**src/rtl/cfar_pkg.sv**
```systemverilog
// rtl/cfar_pkg.sv - shared CFAR constants, width helpers and noise-mode enumeration
// Contents:
//   cfar_mode_e    noise estimator selection (cell averaging or greatest-of)
//   ALPHA_W        width of the unsigned Q4.4 threshold factor
//   cfar_win_len   samples held in the sliding window
//   cfar_sum_w     width of one exact reference-cell sum
//   cfar_thr_w     width of the applied threshold
package cfar_pkg;

  typedef enum logic {
    CFAR_MODE_CA = 1'b0,
    CFAR_MODE_GO = 1'b1
  } cfar_mode_e;

  localparam int ALPHA_W = 8;

  function automatic int cfar_win_len(input int ref_n, input int guard_n);
    return 2 * (ref_n + guard_n) + 1;
  endfunction

  // REF_N is a power of two, so REF_N samples of data_w bits fit exactly.
  function automatic int cfar_sum_w(input int data_w, input int ref_n);
    return data_w + $clog2(ref_n);
  endfunction

  function automatic int cfar_thr_w(input int data_w, input int ref_n);
    return data_w + $clog2(2 * ref_n) + ALPHA_W;
  endfunction

endpackage

```
**src/rtl/cfar_window.sv**
```systemverilog
// rtl/cfar_window.sv - sliding sample window with incrementally maintained lead/lag sums
// Ports:
//   clk_i, rst_ni          clock, synchronous active-low reset
//   shift_i                accept data_i into the window
//   clear_i                with shift_i: drop old content, data_i becomes the only sample
//   data_i                 incoming sample
//   cut_o                  cell under test (centre of the window)
//   lead_sum_o, lag_sum_o  sums of the older / newer reference cells
module cfar_window
  import cfar_pkg::*;
#(
  parameter int DATA_W  = 49,
  parameter int REF_N   = 8,
  parameter int GUARD_N = 2,
  localparam int SUM_W  = cfar_sum_w(DATA_W, REF_N)
) (
  input  logic              clk_i,
  input  logic              rst_ni,
  input  logic              shift_i,
  input  logic              clear_i,
  input  logic [DATA_W-1:0] data_i,
  output logic [DATA_W-1:0] cut_o,
  output logic [SUM_W-1:0]  lead_sum_o,
  output logic [SUM_W-1:0]  lag_sum_o
);

  localparam int W = cfar_win_len(REF_N, GUARD_N);
  localparam int C = REF_N + GUARD_N;

  // win_q[0] is the newest sample. Lag cells are indices 0..REF_N-1,
  // lead cells W-REF_N..W-1, the CUT sits at index C.
  logic [DATA_W-1:0] win_q [W];
  logic [DATA_W-1:0] win_d [W];
  logic [SUM_W-1:0]  lead_q, lead_d, lag_q, lag_d;

  always_comb begin
    win_d  = win_q;
    lead_d = lead_q;
    lag_d  = lag_q;
    if (shift_i) begin
      win_d[0] = data_i;
      if (clear_i) begin
        for (int i = 1; i < W; i++) win_d[i] = '0;
        lag_d  = SUM_W'(data_i);
        lead_d = '0;
      end else begin
        for (int i = 1; i < W; i++) win_d[i] = win_q[i-1];
        // Modular add/subtract is exact because the true sum always fits SUM_W.
        lag_d  = lag_q + SUM_W'(data_i) - SUM_W'(win_q[REF_N-1]);
        lead_d = lead_q + SUM_W'(win_q[W-REF_N-1]) - SUM_W'(win_q[W-1]);
      end
    end
  end

  always_ff @(posedge clk_i) begin
    if (!rst_ni) begin
      for (int i = 0; i < W; i++) win_q[i] <= '0;
      lead_q <= '0;
      lag_q  <= '0;
    end else begin
      win_q  <= win_d;
      lead_q <= lead_d;
      lag_q  <= lag_d;
    end
  end

  assign cut_o      = win_q[C];
  assign lead_sum_o = lead_q;
  assign lag_sum_o  = lag_q;

endmodule

```
**src/rtl/cfar_detector.sv**
```systemverilog
// rtl/cfar_detector.sv - CFAR detector over a streamed range sweep, 3-stage pipeline
// Build macro: CFAR_GO_EN selects greatest-of noise (2*max of sums); default is cell averaging.
// Ports:
//   clk, rst                      clock, synchronous active-low reset
//   in_valid, in_sop, in_data     sample stream; in_sop only counts with in_valid
//   det_valid                     one-cycle pulse per interior cell under test
//   det_flag, det_bin, det_level  detection, range index and CUT value
//   det_thresh                    threshold applied to that CUT
module cfar_detector
  import cfar_pkg::*;
#(
  parameter int DATA_W   = 49,
  parameter int N_BINS   = 512,
  parameter int REF_N    = 8,
  parameter int GUARD_N  = 2,
  parameter int ALPHA_Q4 = 48
) (
  input  logic                                 clk,
  input  logic                                 rst,
  input  logic                                 in_valid,
  input  logic                                 in_sop,
  input  logic [DATA_W-1:0]                    in_data,
  output logic                                 det_valid,
  output logic                                 det_flag,
  output logic [$clog2(N_BINS)-1:0]            det_bin,
  output logic [DATA_W-1:0]                    det_level,
  output logic [cfar_thr_w(DATA_W, REF_N)-1:0] det_thresh
);

  localparam int BIN_W   = $clog2(N_BINS);
  localparam int W       = cfar_win_len(REF_N, GUARD_N);
  localparam int C       = REF_N + GUARD_N;
  localparam int SUM_W   = cfar_sum_w(DATA_W, REF_N);
  localparam int NOISE_W = SUM_W + 1;
  localparam int THR_W   = cfar_thr_w(DATA_W, REF_N);
  localparam int PROD_W  = NOISE_W + ALPHA_W;
  localparam int SHIFT   = 4 + $clog2(2 * REF_N);
`ifdef CFAR_GO_EN
  localparam cfar_mode_e MODE = CFAR_MODE_GO;
`else
  localparam cfar_mode_e MODE = CFAR_MODE_CA;
`endif

  // Stage 1: bin counter and window. The bin counter restarts on every sop
  // (explicit or wrap), so it also tells how many samples the window holds.
  logic [BIN_W-1:0]  bin_q, bin_d, cur_bin;
  logic              restart;
  logic              s1_valid_q, s1_valid_d;
  logic [BIN_W-1:0]  s1_bin_q, s1_bin_d;
  logic [DATA_W-1:0] cut;
  logic [SUM_W-1:0]  lead_sum, lag_sum;

  always_comb begin
    cur_bin    = in_sop ? '0 : bin_q;
    restart    = in_valid && (cur_bin == '0);
    bin_d      = bin_q;
    if (in_valid) bin_d = (cur_bin == BIN_W'(N_BINS - 1)) ? '0 : cur_bin + 1'b1;
    // The window is full once bin W-1 arrives; the CUT then lags by C bins.
    s1_valid_d = in_valid && (cur_bin >= BIN_W'(W - 1));
    s1_bin_d   = cur_bin - BIN_W'(C);
  end

  cfar_window #(
    .DATA_W  (DATA_W),
    .REF_N   (REF_N),
    .GUARD_N (GUARD_N)
  ) u_window (
    .clk_i      (clk),
    .rst_ni     (rst),
    .shift_i    (in_valid),
    .clear_i    (restart),
    .data_i     (in_data),
    .cut_o      (cut),
    .lead_sum_o (lead_sum),
    .lag_sum_o  (lag_sum)
  );

  // Stage 2: noise estimate and threshold multiply.
  logic [NOISE_W-1:0] noise;
  logic [PROD_W-1:0]  prod;
  logic               s2_valid_q;
  logic [BIN_W-1:0]   s2_bin_q;
  logic [DATA_W-1:0]  s2_level_q;
  logic [THR_W-1:0]   s2_thr_q;

  always_comb begin
    noise = NOISE_W'(lead_sum) + NOISE_W'(lag_sum);
    if (MODE == CFAR_MODE_GO) noise = (lead_sum >= lag_sum) ? {lead_sum, 1'b0} : {lag_sum, 1'b0};
    prod = PROD_W'(noise) * PROD_W'(ALPHA_W'(ALPHA_Q4));
  end

  // Stage 3: strict compare; payload is forced to zero outside det_valid.
  logic              det_valid_q, det_flag_q, det_flag_d;
  logic [BIN_W-1:0]  det_bin_q;
  logic [DATA_W-1:0] det_level_q;
  logic [THR_W-1:0]  det_thresh_q;

  assign det_flag_d = s2_valid_q && (THR_W'(s2_level_q) > s2_thr_q);

  always_ff @(posedge clk) begin
    if (!rst) begin
      bin_q        <= '0;
      s1_valid_q   <= 1'b0;
      s1_bin_q     <= '0;
      s2_valid_q   <= 1'b0;
      s2_bin_q     <= '0;
      s2_level_q   <= '0;
      s2_thr_q     <= '0;
      det_valid_q  <= 1'b0;
      det_flag_q   <= 1'b0;
      det_bin_q    <= '0;
      det_level_q  <= '0;
      det_thresh_q <= '0;
    end else begin
      bin_q        <= bin_d;
      s1_valid_q   <= s1_valid_d;
      s1_bin_q     <= s1_bin_d;
      s2_valid_q   <= s1_valid_q;
      s2_bin_q     <= s1_bin_q;
      s2_level_q   <= cut;
      s2_thr_q     <= THR_W'(prod >> SHIFT);
      det_valid_q  <= s2_valid_q;
      det_flag_q   <= det_flag_d;
      det_bin_q    <= s2_valid_q ? s2_bin_q : '0;
      det_level_q  <= s2_valid_q ? s2_level_q : '0;
      det_thresh_q <= s2_valid_q ? s2_thr_q : '0;
    end
  end

  assign det_valid  = det_valid_q;
  assign det_flag   = det_flag_q;
  assign det_bin    = det_bin_q;
  assign det_level  = det_level_q;
  assign det_thresh = det_thresh_q;

endmodule

```
**config.mk**
```make
export PLATFORM = sky130hd
export DESIGN_NAME = cfar_detector
export DESIGN_NICKNAME = d
export VERILOG_FILES = /design/src/rtl/cfar_pkg.sv /design/src/rtl/cfar_window.sv /design/src/rtl/cfar_detector.sv
export SDC_FILE = /design/constraint.sdc
export NUM_CORES = 2
export LEC_CHECK = 0
export ABC_AREA = 1
export CORE_UTILIZATION = 40
export CTS_CLUSTER_SIZE = 25
export DETAILED_ROUTE_END_ITERATION = 7
export DONT_BUFFER_PORTS = 1
export GPL_TIMING_DRIVEN = 0
export PLACE_DENSITY = 0.51
export SYNTH_ARGS = -nofsm -noshare
export SYNTH_HDL_FRONTEND = slang
export SYNTH_SLANG_ARGS = --single-unit
```
**constraint.sdc**
```tcl
create_clock -name clk -period 8.2 [get_ports clk]
set_clock_uncertainty 0.1 [all_clocks]
set_input_delay 2.05 -clock clk [delete_from_list [all_inputs] [get_ports clk]]
set_output_delay 2.05 -clock clk [all_outputs]
set_load 0.01 [all_outputs]
```
==> qor.csv <==
metric,value,unit
FF-to-FF path depth,26,
Die Area,150000,um^2
"Avg Cell Area, Syn",8.02,um^2
Cells after Synth,7416,
Setup Viol. Count Final,0,
Die Wd,388,um
Async SR Flop Fraction,0,%
fillcell total,15227,
WHS Path Cells,2,
Worst setup EP type,register,
Post-DP HPWL,172,mm
RSZ-0062 raised after global routing,no,
Setup TNS,0,ps
FF-to-FF Start,u_window.lag_sum_o[10],
hold_sp,s1_bin_q[1],
post-CTS setup buffer count,0,
Setup crit start,in_valid,
Area contributors post-synth,"dfxtp_1, inv_1, o22ai_1",
RD Place Congestion,0.973,
Worst path top cell family by delay,buffers and inverters,
"most used cell, CP",clkbuf_1,
worst path cell trace,"clkbuf_1, nor2_1, inv_2, clkbuf_1, clkbuf_1, clkbuf_1, o22ai_1",
Slew HR,6.54,%
LEAKAGE,27.5,nW
post-synth top area share,46.2,%
critical path class,in2reg,
WP buf/inv,5,
Final Max Tran Viols,0,
"Largest stage delay, worst path",880,ps
max-cap violations,0,
min-delay worst type,reg2reg,
Synth top cells by count,"inv_1, dfxtp_1, o22ai_1",
P&R area growth vs syn,12.5,%
Synthesis Warnings,0,
Floorplan Core Area,148000,um^2
final WL,210,mm
Pre-antenna DRT Iters,6,
PwrDens,280,nW/um^2
flop2flop setup slack,2860,ps
Clock Sinks,1373,
worst skew pair latency,770,ps
Worst setup SP type,primary input,
Main synth FF type,dfxtp_1,
fmax,187,MHz
hold endpoint,s2_bin_q[1],
clock root cell,clkbuf_16,
total CTS buffers,149,
Vias,48847,
final hold violations,0,
DR iter-0 viols,3096,
Placed Instances,9355,
final non-filler cell total,9625,
num ports,174,
synthesized flop and latch total,1373,
antenna violations before repair,22,
hold buffer count at cts,0,
largest net degree at the start of global routing,17,
arrival time worst endpoint,5850,ps
GR Util All Layers,27.5,%
post-synth cell types,60,
fin area,66900,um^2
cts repair resizes,0,
via/cell ratio,5.08,
IO Port Bufs,0,
Post-synth EDFFs,0,
Max Buffers Root-to-Sink,3,
fraction of layout cells with a size suffix above 1,5.74,%
vias in the first global route,47856,
grt ovf,0,
Critical Path Slowest Stage Cell,clkbuf_1,
Site Rows,141,
# nets final,7990,
sequential area share after synthesis,46.2,%
"Max FO, Critical Path",10,
worst slew pin tran,1390,ps
final critical-path required period,5340,ps
run status,"complete, no violations",
CTS tree,yes,
H-tree depth,4,
Final Cycle Share,65.1,%
placed cell areas,62000,um^2
die height,388,um
Starting Density,40.3,%
first-pass GRT wire length,306,mm
Clock transition at path regs,60,ps
"Req. time, crit path",8710,ps
antenna-violating nets left,0,
cell type with the highest aggregate area in the netlist,dfxtp_1,
"count leader, synth",inv_1,
Max VDD drop,0.188,mV
"Cell Area, Synth",59500,um^2
Wirelength per Cell,21.8,um
worst flop-to-flop path endpoint,s2_thr_q[49],
DRC Markers,0,
[logic make-up (layout without fill, tap and decap cells)]
family | Yosys count | after routing | share of synthesized area [%]
AO/OA/AOI/OAI | 1890 | 1890 | 18.9
other | 1 | 22 | 0.00630
buffers and inverters | 2192 | 2450 | 14.0
XOR/XNOR | 78 | 78 | 1.15
flip-flops | 1373 | 1373 | 46.2
adder cells (fa/ha/maj) | 361 | 361 | 8.84
AND/OR/NAND/NOR | 1521 | 1521 | 10.9
[metal layers]
metal | global-route usage [%] | vias up | part of all wire, %
li1 | - | 24349 | -
met1 | 35.3 | 23259 | 45
met2 | 47.7 | 981 | 48
met3 | 3.48 | 258 | 4.0
met4 | 8.71 | 0 | 3.0
met5 | 0 | - | 0
[report_power, final]
part | total, mW | internal, mW | switching (mW)
logic | 4.89 | 1.52 | 3.37
clock network | 6.78 | 4.01 | 2.77
registers | 7.10 | 6.87 | 0.230
total | 18.8 | 12.4 | 6.36
[layout make-up]
class	count	area (um^2)	share of cell area (%)
sequential	1373	27500	41.1
multi-input combinational	3860	23700	35.4
inverter	1895	7110	10.6
clock buffer	214	4360	6.51
tap	1930	2410	3.61
buffer	297	1250	1.86
clock inverter	44	586	0.875
antenna	12	30.0	0.0449
[metrics by stage]
stage          worst slack [ps]  hold WS, ps  total power [mW]  utilization [%]
2_1_floorplan              3400          290              10.5                -
3_3_place_gp               1880          305              12.0             42.0
3_5_place_dp               2070          299              12.0             42.0
4_1_cts                    2890          306              18.8             45.3
5_1_grt                    2560          329              19.7             45.3
6_report                   2860          303              18.8             45.3
[sequential cells by signal, indices dropped and copies added, names as in the netlist, 49 cells and up]
name / flops
u_window.lag_sum_o: 52
u_window.win_q: 980
det_level: 49
s2_thr_q: 51
det_thresh: 51
s2_level_q: 49
u_window.lead_sum_o: 52
u_window.cut_o: 49
[cell usage in the layout (no fill, tap or decap), types with 27 or more instances in the layout]
cell type     n
inv_1      1883
dfxtp_1    1373
o22ai_1    1008
nand2_1     794
nor2_1      410
a21oi_1     339
o21ai_0     309
ha_1        262
clkbuf_1    242
clkbuf_16   152
nand3_1     122
fa_1         99
buf_2        67
a31oi_1      56
nand2_2      43
o211ai_1     42
xor2_1       42
xnor2_1      36
clkbuf_8     32
o21a_1       30
nand4_1      27
[worst max-delay path by stage]
stage,slack (ps),cells after the start,endpoint
floorplan,3400,18,u_window.lag_sum_o[41]
global placement,1880,13,u_window.win_q[46]
detailed placement,2070,7,u_window.win_q[996]
CTS,2890,7,u_window.win_q[996]
global route,2560,26,s2_thr_q[49]
finish,2860,7,u_window.win_q[990]
[worst reg2reg max path: stages (launching register included)]
cell and delay (ps):
dfxtp_1 580, ha_1 410, nand2_1 150, inv_1 50
a21oi_1 160, nand2_1 120, a31oi_1 350, o21ai_0 270
a21oi_1 220, xor2_1 250, inv_1 100, ha_1 390
a21oi_1 220, inv_1 80, a31oi_1 240, o21ai_0 160
a21oi_1 130, nand2_1 140, nand2_1 110, o211ai_1 190
nand3_1 180, nand2_2 120, nand2_1 150, nand3_1 120
nand3_1 100, nand2_1 60, nor2_1 120
Note: power is estimated with default switching activity, not from simulation.
